--- config.mk ---
export PLATFORM = sky130hd
export DESIGN_NAME = route_dispatch
export DESIGN_NICKNAME = d
export VERILOG_FILES = /design/src/rtl/fwd_pkg.sv /design/src/rtl/dispatch_fifo.sv /design/src/rtl/route_dispatch.sv
export SDC_FILE = /design/constraint.sdc
export NUM_CORES = 2
export LEC_CHECK = 0
export ABC_CLOCK_PERIOD_IN_PS = 3400
export BUFFER_PORTS_ARGS = -buffer_cell sky130_fd_sc_hd__buf_2
export CORE_MARGIN = 3
export CORE_UTILIZATION = 56
export DETAILED_ROUTE_END_ITERATION = 8
export PLACE_DENSITY = 0.87
export SYNTH_ARGS = -nofsm -noshare
export SYNTH_HDL_FRONTEND = slang
export SYNTH_HIERARCHICAL = 1
export SYNTH_SLANG_ARGS = --single-unit
--- constraint.sdc ---
create_clock -name clk -period 3.4 [get_ports clk]
set_input_delay 0.51 -clock clk [delete_from_list [all_inputs] [get_ports clk]]
set_output_delay 0.51 -clock clk [all_outputs]
set_load 0.1 [all_outputs]
--- src/rtl/fwd_pkg.sv ---
// -----------------------------------------------------------------------------
// fwd_pkg
// Shared definitions for the route_dispatch slice.
//   - Forwarding descriptor layout (DESC_WIDTH = 224). Fields are packed from
//     the MSB down in the order pkt_id, src_qp, out_port, out_qp, nh_ip,
//     nh_port, nh_qp, nh_mac, drop, bcast, direct. Everything below the direct
//     flag is zero padding.
//   - Context word layout (32 bits): {pkt_id, src_qp}.
//   - Indices into the sticky error flag vector.
// No ports (package).
// -----------------------------------------------------------------------------
package fwd_pkg;

   localparam int DESC_WIDTH = 224;
   localparam int CTX_WIDTH  = 32;

   localparam int TAG_W = 16;
   localparam int IP_W  = 32;
   localparam int MAC_W = 48;

   // Descriptor field LSB offsets
   localparam int PKT_ID_LSB   = 208;
   localparam int SRC_QP_LSB   = 192;
   localparam int OUT_PORT_LSB = 176;
   localparam int OUT_QP_LSB   = 160;
   localparam int NH_IP_LSB    = 128;
   localparam int NH_PORT_LSB  = 112;
   localparam int NH_QP_LSB    = 96;
   localparam int NH_MAC_LSB   = 48;
   localparam int DROP_BIT     = 47;
   localparam int BCAST_BIT    = 46;
   localparam int DIRECT_BIT   = 45;

   // Context word offsets
   localparam int CTX_PKT_LSB = 16;
   localparam int CTX_QP_LSB  = 0;

   // Sticky error flag indices
   localparam int ERR_W          = 2;
   localparam int ERR_UNEXPECTED = 0;
   localparam int ERR_TIMEOUT    = 1;

   function automatic logic [CTX_WIDTH-1:0] make_ctx(input logic [TAG_W-1:0] pkt_id,
                                                     input logic [TAG_W-1:0] src_qp);
      return {pkt_id, src_qp};
   endfunction

endpackage

--- src/rtl/dispatch_fifo.sv ---
// -----------------------------------------------------------------------------
// dispatch_fifo
// Synchronous FIFO, parameterised width and depth (DEPTH a power of two).
// Storage, pointers and occupancy are all flops. rd_data always shows the
// head entry, so it only changes on a pop or on the first push after empty.
// Ports:
//   clk, rst_n           clock, asynchronous active-low reset
//   push, push_data      write request (ignored when full unless popping)
//   pop                  read request (ignored when empty)
//   rd_data              head entry
//   full, empty, count   occupancy status
// -----------------------------------------------------------------------------
module dispatch_fifo #(
   parameter int WIDTH = 32,
   parameter int DEPTH = 8
) (
   input  logic                     clk,
   input  logic                     rst_n,
   input  logic                     push,
   input  logic [WIDTH-1:0]         push_data,
   input  logic                     pop,
   output logic [WIDTH-1:0]         rd_data,
   output logic                     full,
   output logic                     empty,
   output logic [$clog2(DEPTH):0]   count
);

   localparam int PTR_W = $clog2(DEPTH);
   localparam int CNT_W = PTR_W + 1;

   logic [WIDTH-1:0] mem [DEPTH];
   logic [PTR_W-1:0] wr_ptr;
   logic [PTR_W-1:0] rd_ptr;
   logic             do_push;
   logic             do_pop;

   assign do_pop  = pop && !empty;
   assign do_push = push && (!full || do_pop);

   always_ff @(posedge clk or negedge rst_n) begin
      if (!rst_n) begin
         for (int i = 0; i < DEPTH; i++) mem[i] <= '0;
         wr_ptr <= '0;
         rd_ptr <= '0;
         count  <= '0;
      end else begin
         if (do_push) begin
            mem[wr_ptr] <= push_data;
            wr_ptr      <= wr_ptr + PTR_W'(1);
         end
         if (do_pop) rd_ptr <= rd_ptr + PTR_W'(1);
         case ({do_push, do_pop})
            2'b10:   count <= count + CNT_W'(1);
            2'b01:   count <= count - CNT_W'(1);
            default: count <= count;
         endcase
      end
   end

   assign rd_data = mem[rd_ptr];
   assign full    = (count == CNT_W'(DEPTH));
   assign empty   = (count == '0);

endmodule

--- src/rtl/route_dispatch.sv ---
// -----------------------------------------------------------------------------
// route_dispatch
// Ingress client of the router lookup block. Accepts headers (valid/ready),
// issues one lookup per header, merges each in-order router response with the
// stored {pkt_id, src_qp} context into a 224-bit forwarding descriptor and
// buffers it for the egress scheduler (valid/ready).
//
// Handshakes: a transfer happens in any cycle where valid && ready are both
// high at the clock edge; valid/data are held until the transfer.
//
// The router cannot be stalled, so one descriptor slot (a credit) is reserved
// at accept time and returned only when that descriptor leaves. in_ready is
// derived from flops only (registered router_init_done and the credit count).
//
// Ports:
//   clk, rst_n                         clock, async active-low reset
//   router_init_done                   router table loaded
//   in_valid/in_ready, in_dst_ip,
//   in_src_qp, in_pkt_id               header input
//   lookup_valid, lookup_dst_ip        registered lookup request to router
//   resp_*                             router response (LOOKUP_LATENCY after lookup)
//   out_valid/out_ready, out_desc      descriptor output
//   err_unexpected_resp, err_timeout   sticky error flags
// Optional build macro ROUTE_DISPATCH_STATS_EN adds stat_lookups, stat_misses
// and stat_bcast (32-bit wrap-around counters).
// -----------------------------------------------------------------------------
module route_dispatch
   import fwd_pkg::*;
#(
   parameter int FIFO_DEPTH     = 8,
   parameter int LOOKUP_LATENCY = 2,
   parameter int TIMEOUT_CYCLES = 16
) (
   input  logic                  clk,
   input  logic                  rst_n,
   input  logic                  router_init_done,
   input  logic                  in_valid,
   output logic                  in_ready,
   input  logic [31:0]           in_dst_ip,
   input  logic [15:0]           in_src_qp,
   input  logic [15:0]           in_pkt_id,
   output logic                  lookup_valid,
   output logic [31:0]           lookup_dst_ip,
   input  logic                  resp_valid,
   input  logic                  resp_found,
   input  logic                  resp_is_direct_host,
   input  logic                  resp_is_broadcast,
   input  logic [15:0]           resp_out_port,
   input  logic [15:0]           resp_out_qp,
   input  logic [15:0]           resp_next_hop_port,
   input  logic [15:0]           resp_next_hop_qp,
   input  logic [31:0]           resp_next_hop_ip,
   input  logic [47:0]           resp_next_hop_mac,
   output logic                  out_valid,
   input  logic                  out_ready,
   output logic [DESC_WIDTH-1:0] out_desc,
   output logic                  err_unexpected_resp,
   output logic                  err_timeout
`ifdef ROUTE_DISPATCH_STATS_EN
   ,
   output logic [31:0]           stat_lookups,
   output logic [31:0]           stat_misses,
   output logic [31:0]           stat_bcast
`endif
);

   localparam int CNT_W = $clog2(FIFO_DEPTH) + 1;
   localparam int TMO_W = $clog2(TIMEOUT_CYCLES + 1);

   logic                  init_q;
   logic [CNT_W-1:0]      credits_used;
   logic [TMO_W-1:0]      tmo_cnt;
   logic [ERR_W-1:0]      err_q;

   logic                  accept;
   logic                  resp_hit;
   logic                  tmo_fire;
   logic                  ctx_pop;
   logic                  desc_pop;
   logic                  resp_drop;
   logic [DESC_WIDTH-1:0] new_desc;

   logic [CTX_WIDTH-1:0]  ctx_rd;
   logic                  ctx_full;
   logic                  ctx_empty;
   logic [CNT_W-1:0]      ctx_count;
   logic                  desc_full;
   logic                  desc_empty;
   logic [CNT_W-1:0]      desc_count;
   logic                  unused_fifo_status;

   // Occupancy outputs this instance does not need.
   assign unused_fifo_status = ^{ctx_count, desc_count, desc_full};

   // ctx_full can only be reached with all credits taken; it is kept as a
   // belt-and-braces guard on the context push.
   assign in_ready = init_q && !ctx_full && (credits_used < CNT_W'(FIFO_DEPTH));
   assign accept   = in_valid && in_ready;
   assign resp_hit = resp_valid && !ctx_empty;
   // A response arriving in the expiry cycle wins over the timeout.
   assign tmo_fire = !ctx_empty && !resp_valid && (tmo_cnt == TMO_W'(TIMEOUT_CYCLES));
   assign ctx_pop  = resp_hit || tmo_fire;
   assign out_valid = !desc_empty;
   assign desc_pop  = out_valid && out_ready;

   dispatch_fifo #(.WIDTH(CTX_WIDTH), .DEPTH(FIFO_DEPTH)) u_ctx_fifo (
      .clk       (clk),
      .rst_n     (rst_n),
      .push      (accept),
      .push_data (make_ctx(in_pkt_id, in_src_qp)),
      .pop       (ctx_pop),
      .rd_data   (ctx_rd),
      .full      (ctx_full),
      .empty     (ctx_empty),
      .count     (ctx_count)
   );

   dispatch_fifo #(.WIDTH(DESC_WIDTH), .DEPTH(FIFO_DEPTH)) u_desc_fifo (
      .clk       (clk),
      .rst_n     (rst_n),
      .push      (ctx_pop),
      .push_data (new_desc),
      .pop       (desc_pop),
      .rd_data   (out_desc),
      .full      (desc_full),
      .empty     (desc_empty),
      .count     (desc_count)
   );

   // Descriptor merge. A timed-out context takes the default path: drop=1
   // with every route field zero.
   always_comb begin
      new_desc  = '0;
      resp_drop = 1'b1;
      new_desc[PKT_ID_LSB +: TAG_W] = ctx_rd[CTX_PKT_LSB +: TAG_W];
      new_desc[SRC_QP_LSB +: TAG_W] = ctx_rd[CTX_QP_LSB +: TAG_W];
      if (resp_hit) begin
         resp_drop            = !resp_found && !resp_is_broadcast;
         new_desc[BCAST_BIT]  = resp_is_broadcast;
         new_desc[DIRECT_BIT] = resp_is_direct_host;
         if (!resp_drop) begin
            new_desc[OUT_PORT_LSB +: TAG_W] = resp_out_port;
            new_desc[OUT_QP_LSB   +: TAG_W] = resp_out_qp;
            new_desc[NH_IP_LSB    +: IP_W]  = resp_next_hop_ip;
            new_desc[NH_PORT_LSB  +: TAG_W] = resp_next_hop_port;
            new_desc[NH_QP_LSB    +: TAG_W] = resp_next_hop_qp;
            new_desc[NH_MAC_LSB   +: MAC_W] = resp_next_hop_mac;
         end
      end
      new_desc[DROP_BIT] = resp_drop;
   end

   always_ff @(posedge clk or negedge rst_n) begin
      if (!rst_n) begin
         init_q        <= 1'b0;
         credits_used  <= '0;
         tmo_cnt       <= '0;
         err_q         <= '0;
         lookup_valid  <= 1'b0;
         lookup_dst_ip <= '0;
      end else begin
         init_q       <= router_init_done;
         lookup_valid <= accept;
         if (accept) lookup_dst_ip <= in_dst_ip;

         case ({accept, desc_pop})
            2'b10:   credits_used <= credits_used + CNT_W'(1);
            2'b01:   credits_used <= credits_used - CNT_W'(1);
            default: credits_used <= credits_used;
         endcase

         if (ctx_empty || resp_valid || tmo_fire) tmo_cnt <= '0;
         else                                     tmo_cnt <= tmo_cnt + TMO_W'(1);

         if (resp_valid && ctx_empty) err_q[ERR_UNEXPECTED] <= 1'b1;
         if (tmo_fire)                err_q[ERR_TIMEOUT]    <= 1'b1;
      end
   end

   assign err_unexpected_resp = err_q[ERR_UNEXPECTED];
   assign err_timeout         = err_q[ERR_TIMEOUT];

`ifdef ROUTE_DISPATCH_STATS_EN
   always_ff @(posedge clk or negedge rst_n) begin
      if (!rst_n) begin
         stat_lookups <= '0;
         stat_misses  <= '0;
         stat_bcast   <= '0;
      end else begin
         if (accept)                         stat_lookups <= stat_lookups + 32'd1;
         if (ctx_pop && new_desc[DROP_BIT])  stat_misses  <= stat_misses + 32'd1;
         if (ctx_pop && new_desc[BCAST_BIT]) stat_bcast   <= stat_bcast + 32'd1;
      end
   end
`endif

endmodule

# After elaboration in Yosys (flattened, before gate mapping)
# Cells that the tools add are included.
dict set report classes {
  eq_ne 9
  bitwise_logic 4
  muxes 20
  n_lt_le_gt_ge 7
  addsub 11
  reduce_logical 32
}
# op count
set ops {}
lappend ops {{bitwise mux 1792 bit} 1}
lappend ops {{binary-select mux 224 bit (select 3 bit)} 1}
lappend ops {{demux 224 bit (select 3 bit)} 1}
lappend ops {{two-way mux 224 bit} 3}
lappend ops {{two-way mux 144 bit} 2}
lappend ops {{bitwise mux 256 bit} 1}
lappend ops {{binary-select mux 32 bit (select 3 bit)} 1}
lappend ops {{demux 32 bit (select 3 bit)} 1}
lappend ops {{two-way mux 32 bit} 3}
lappend ops {{one-hot mux 4 bit (2 select lines)} 3}
lappend ops {{>= comparator 4 bit, second input constant} 4}
lappend ops {{NOT 3 -> 4 bit} 4}
lappend ops {{logical AND 1 bit} 15}
lappend ops {{adder 3 x 1 -> 3 bit, second input constant} 4}
lappend ops {{adder 4 x 1 -> 4 bit, second input constant} 3}
lappend ops {{subtractor 4 x 1 -> 4 bit, second input constant} 3}
lappend ops {{== test 4 bit, second input constant} 2}
lappend ops {{zero test 4 bit} 2}
lappend ops {{less-than comparator 4 x 1 -> 1 bit, second input constant} 2}
lappend ops {{zero test 1 bit} 7}
lappend ops {{== test 2 x 1 -> 1 bit, second input constant} 3}
lappend ops {{== test 2 bit, second input constant} 3}
lappend ops {{nonzero test 2 bit} 3}
lappend ops {{adder 5 x 1 -> 5 bit, second input constant} 1}
lappend ops {{6 further kinds} 10}
dict set report totals {
  output_inout_bits 261
  ff_bits 2113
  wordCells 112
  in_bits 217
}

# Logic depth before layout (Yosys ltp)
dict set report logic_depth {
  word_depth 10
  mapped_depth 16
  depth_no_buf 12
}

# By module
# The synthesis kept the hierarchy.
# mod area_per_inst_um2 cells_per_inst instances
set by_module_without_submodules {}
lappend by_module_without_submodules {{dispatch_fifo at u_desc_fifo} 80385.8 4645 1}
lappend by_module_without_submodules {{dispatch_fifo at u_ctx_fifo} 12215.5 720 1}
lappend by_module_without_submodules {route_dispatch 3037.9 292 1}

# Least setup slack after synthesis
# Ideal clock, no wire load.
dict set report synth_timing {
  kind {register -> register}
  from {reg u_ctx_fifo.count[3]}
  to {reg u_ctx_fifo.count[3]}
  path_buffers 3
  setup_ns 0.134
  stages_incl_launch_ff 14
  required_time_ns 3.266
  setup_slack_ns -1.057
  arrival_time_ns 4.323
  period_less_slack_ns 4.457
  path_cell_list {dfrtp_1 > or4b_4 > buf_6 > inv_1 > nor3b_2 > and2_4 > buf_12 > buf_12 > o21ai_1 > ha_1 > ha_1 > or4b_2 > o311ai_0 > o211ai_1}
}
dict set report synth_between {
  elab_cells_between_ends 20
}
# element line_no
set synth_rtl {}
lappend synth_rtl {{start, declared} dispatch_fifo.sv:25} ;# output logic [$clog2(DEPTH):0] count
lappend synth_rtl {{start signal, assigned} dispatch_fifo.sv:53} ;# 2'b10: count <= count + CNT_W'(1);
lappend synth_rtl {{start signal, assigned} dispatch_fifo.sv:54} ;# 2'b01: count <= count - CNT_W'(1);
lappend synth_rtl {{start signal, assigned} dispatch_fifo.sv:55} ;# default: count <= count;
lappend synth_rtl {{== test 4 bit (*)} dispatch_fifo.sv:61} ;# assign full = (count == CNT_W'(DEPTH));
lappend synth_rtl {{net ctx_full} route_dispatch.sv:84} ;# logic ctx_full;
lappend synth_rtl {{zero test 1 bit (*)} route_dispatch.sv:97} ;# assign in_ready = init_q && !ctx_full && (credits_used < CNT_W'(FIFO_DEPTH));
lappend synth_rtl {{logical AND 1 bit (*) (2 in series)} route_dispatch.sv:97}
lappend synth_rtl {{net in_ready} route_dispatch.sv:38} ;# output logic in_ready,
lappend synth_rtl {{logical AND 1 bit (*)} route_dispatch.sv:98} ;# assign accept = in_valid && in_ready;
lappend synth_rtl {{net accept} route_dispatch.sv:75} ;# logic accept;
lappend synth_rtl {{logical AND 1 bit (*)} dispatch_fifo.sv:38} ;# assign do_push = push && (!full || do_pop);
lappend synth_rtl {{== test 2 x 1 -> 1 bit or == test 2 bit (tied branches)} dispatch_fifo.sv:52} ;# case ({do_push, do_pop})
lappend synth_rtl {{one-hot mux 4 bit (2 select lines) or nonzero test 2 bit (tied branches)} -}
# The timed path passes the listed nets; every way through them passes the cells marked *.
# A chain may end at the register's enable or synchronous reset.

# Final worst setup path
dict set report layout_timing {
  from {reg u_desc_fifo.rd_ptr[0]}
  to {out out_desc[71]}
}
dict set report layout_between {
  elab_chain_len 4
}
# element line_no
set layout_rtl {}
lappend layout_rtl {{start, declared} dispatch_fifo.sv:33} ;# logic [PTR_W-1:0] rd_ptr;
lappend layout_rtl {{start signal, assigned} dispatch_fifo.sv:51} ;# if (do_pop) rd_ptr <= rd_ptr + PTR_W'(1);
lappend layout_rtl {{NOT 3 -> 4 bit (not written as such)} dispatch_fifo.sv:60} ;# assign rd_data = mem[rd_ptr];
lappend layout_rtl {{binary-select mux 224 bit (select 3 bit)} dispatch_fifo.sv:60}
lappend layout_rtl {{two-way mux 224 bit (not written as such) (2 in series)} dispatch_fifo.sv:60}
lappend layout_rtl {{end, declared} route_dispatch.sv:56} ;# output logic [DESC_WIDTH-1:0] out_desc,
# No other way between the ends. The select of a mux whose other input is x is not followed.

==> qor.txt <==
Status: finished, violations left
Violated checks: setup timing
Io pins: 478
Minimum clock period: 3.495 ns
# clock sinks: 2113
# fillers: 10130
Util after Layout: 0.6785
Congestion Overflow GR: 0
CP Max Fanout: 7
Routability cong.: 0.7954
Share of layout cells above drive strength 1: 0.5295
CP required: 2.89 ns
Worst reg-to-reg setup slack: 0.19 ns
Initial cell density of the core: 0.5643
Clock Pin Slew Worst Setup and Hold Paths: 0.07 ns
Final Hold Vio Count: 0
Final Hold Slack: 0.1634 ns
Core region area: 169500 um^2
Worst slew margin relative to its limit: 0.4530
Later-pin clock latency in the skew report: 0.87 ns
Antenna violations before repair: 12
Pre-antenna DRT Iters: 6
Full die area: 175800 um^2
Syn avg cell area: 16.91 um^2
Clk root buf: clkbuf_16
Synth warn: 6
Die width: 419.3 um
Routed Antenna Nets: 0
Vias per inst: 6.039
CTS Buf Count: 210
Reg area: 52890 um^2
Die Ht: 419.3 um
Hold path start: resp_next_hop_mac[16]
R2R cell count: 7
Worst setup EP type: output port
Global-route wire length before repair: 359000 um
Critical path launch point type: register
Worst Hold End: u_desc_fifo/mem[960]
GRT Util Overall: 0.2646
Largest net degree at the start of global routing: 112
Synth Instances: 5656
Routed WL: 240700 um
Clock skew: 0.03211 ns
Total number of vias: 54720
Initial DRC Count: 3885
Port-buffer cells: 477
Reg2reg end: u_desc_fifo/count[3]
Synthesized area: 95640 um^2
Critical path data arrival time: 2.99 ns
Clk buf depth: 3
Detail Placement HPWL: 135500 um
Multi-input logic area: 42070 um^2
Slew Limit Fails: 0
Number of max-cap violations: 0
CTS tree: yes
Area grow syn2layout: 20.24%
RSZ-0062 raised after global routing: yes
DRC: 0
Hold path depth: 3
Final worst setup slack: -0.09528 ns
Crit Path Class: register to output port
Routed WL per cell: 26.56 um
# setup viols final: 63
Setup TNS: -1.720 ns
Slew @ Worst Pin: 0.8205 ns
Nets@finish: 6889
RR Startpoint: u_desc_fifo/count[2]
H-tree depth: 4
Num rows: 151
Max Clk Rate: 286.1 MHz
Final worst path period share: 1.028
Worst Hold Class: primary input to register
Vias in the first global route: 60920
## worst max-delay path, stage by stage, from the launching register on
cell,delay [ns]
dfrtp_4,0.44
buf_12,0.15
buf_16,0.18
buf_8,0.14
buf_12,0.12
mux4_2,0.54
mux2_4,0.35
buf_12,0.18
## worst max path at each step
| stage | startpoint | endpoint | slack [ns] |
|---|---|---|---|
| floorplan | u_ctx_fifo/count[3] | u_ctx_fifo/count[3] | -0.23 |
| global placement | u_ctx_fifo/count[2] | u_desc_fifo/mem[131] | 0.26 |
| detailed placement | u_desc_fifo/count[2] | u_desc_fifo/count[3] | 0.22 |
| CTS | u_desc_fifo/rd_ptr[0] | out_desc[70] | -0.23 |
| global route | u_desc_fifo/rd_ptr[0] | out_desc[71] | -0.16 |
| finish | u_desc_fifo/rd_ptr[0] | out_desc[71] | -0.1 |
## sequential cells by signal, summed over array words and instances, names as in the netlist
signal / cells
u_desc_fifo/mem: 1792
u_ctx_fifo/mem: 256
lookup_dst_ip: 32
tmo_cnt: 5
credits_used: 4
u_ctx_fifo/count: 4
u_desc_fifo/count: 4
u_ctx_fifo/rd_ptr: 3
u_ctx_fifo/wr_ptr: 3
u_desc_fifo/rd_ptr: 3
u_desc_fifo/wr_ptr: 3
err_q: 2
init_q: 1
lookup_valid: 1
## per-stage QoR
stage          cell area, um^2  setup WS [ns]  std cells
2_1_floorplan            97050        -0.2333       6015
3_3_place_gp            102700         0.2615       8526
3_5_place_dp            102700         0.2221       8526
4_1_cts                 112700        -0.2283       9025
5_1_grt                 115000        -0.1622       9060
6_report                115000       -0.09528       9061
## metal layers
metal,global-route usage,up-vias,routed length [um]
met3,0.04512,500,12310
li1,-,22870,-
met1,0.3423,29570,95910
met5,0,-,0
met2,0.4395,1775,121200
met4,0.1230,0,11310
## timing repair
action,4_1_cts,5_1_grt
gates resized for setup,399,493
endpoints found under the setup margin,224,221
buffers inserted,25,13
gates cloned,17,24
hold buffers,67,0
endpoints found under the hold margin,354,0
## area by class of cell
type | instances | area share
Sequential cell | 2113 | 0.4600
Multi-Input combinational cell | 3496 | 0.3659
Timing Repair Buffer | 817 | 0.08721
Clock buffer | 319 | 0.05506
Tap cell | 2218 | 0.02413
Clock inverter | 71 | 0.006964
Inverter | 17 | 0.0005767
Antenna cell | 10 | 0.0002176
## placed cells by master (no fill, tap or decap), drive strengths merged, types with 3 or more instances in the layout
master and instances:
clkinvlp 3, dfrtp 2113, conb 360, xor2 8, inv 30, a21oi 6, xnor2 12, mux2 2341
bufbuf 3, clkinv 42, nand2 11, nor2b 10, diode 10, mux4 512, nor2 9, and2 147
o2111ai 8, dlygate4sd3 67, nand2b 3, ha 15, or4b 4, nand3 6, bufinv 13, clkbuf 351
o21ai 6, buf 715, nor3b 7, o211ai 10
Power is left out: the tool's default activity adds up to more than one toggle a clock period on the data nets, which glitch-free logic cannot reach.
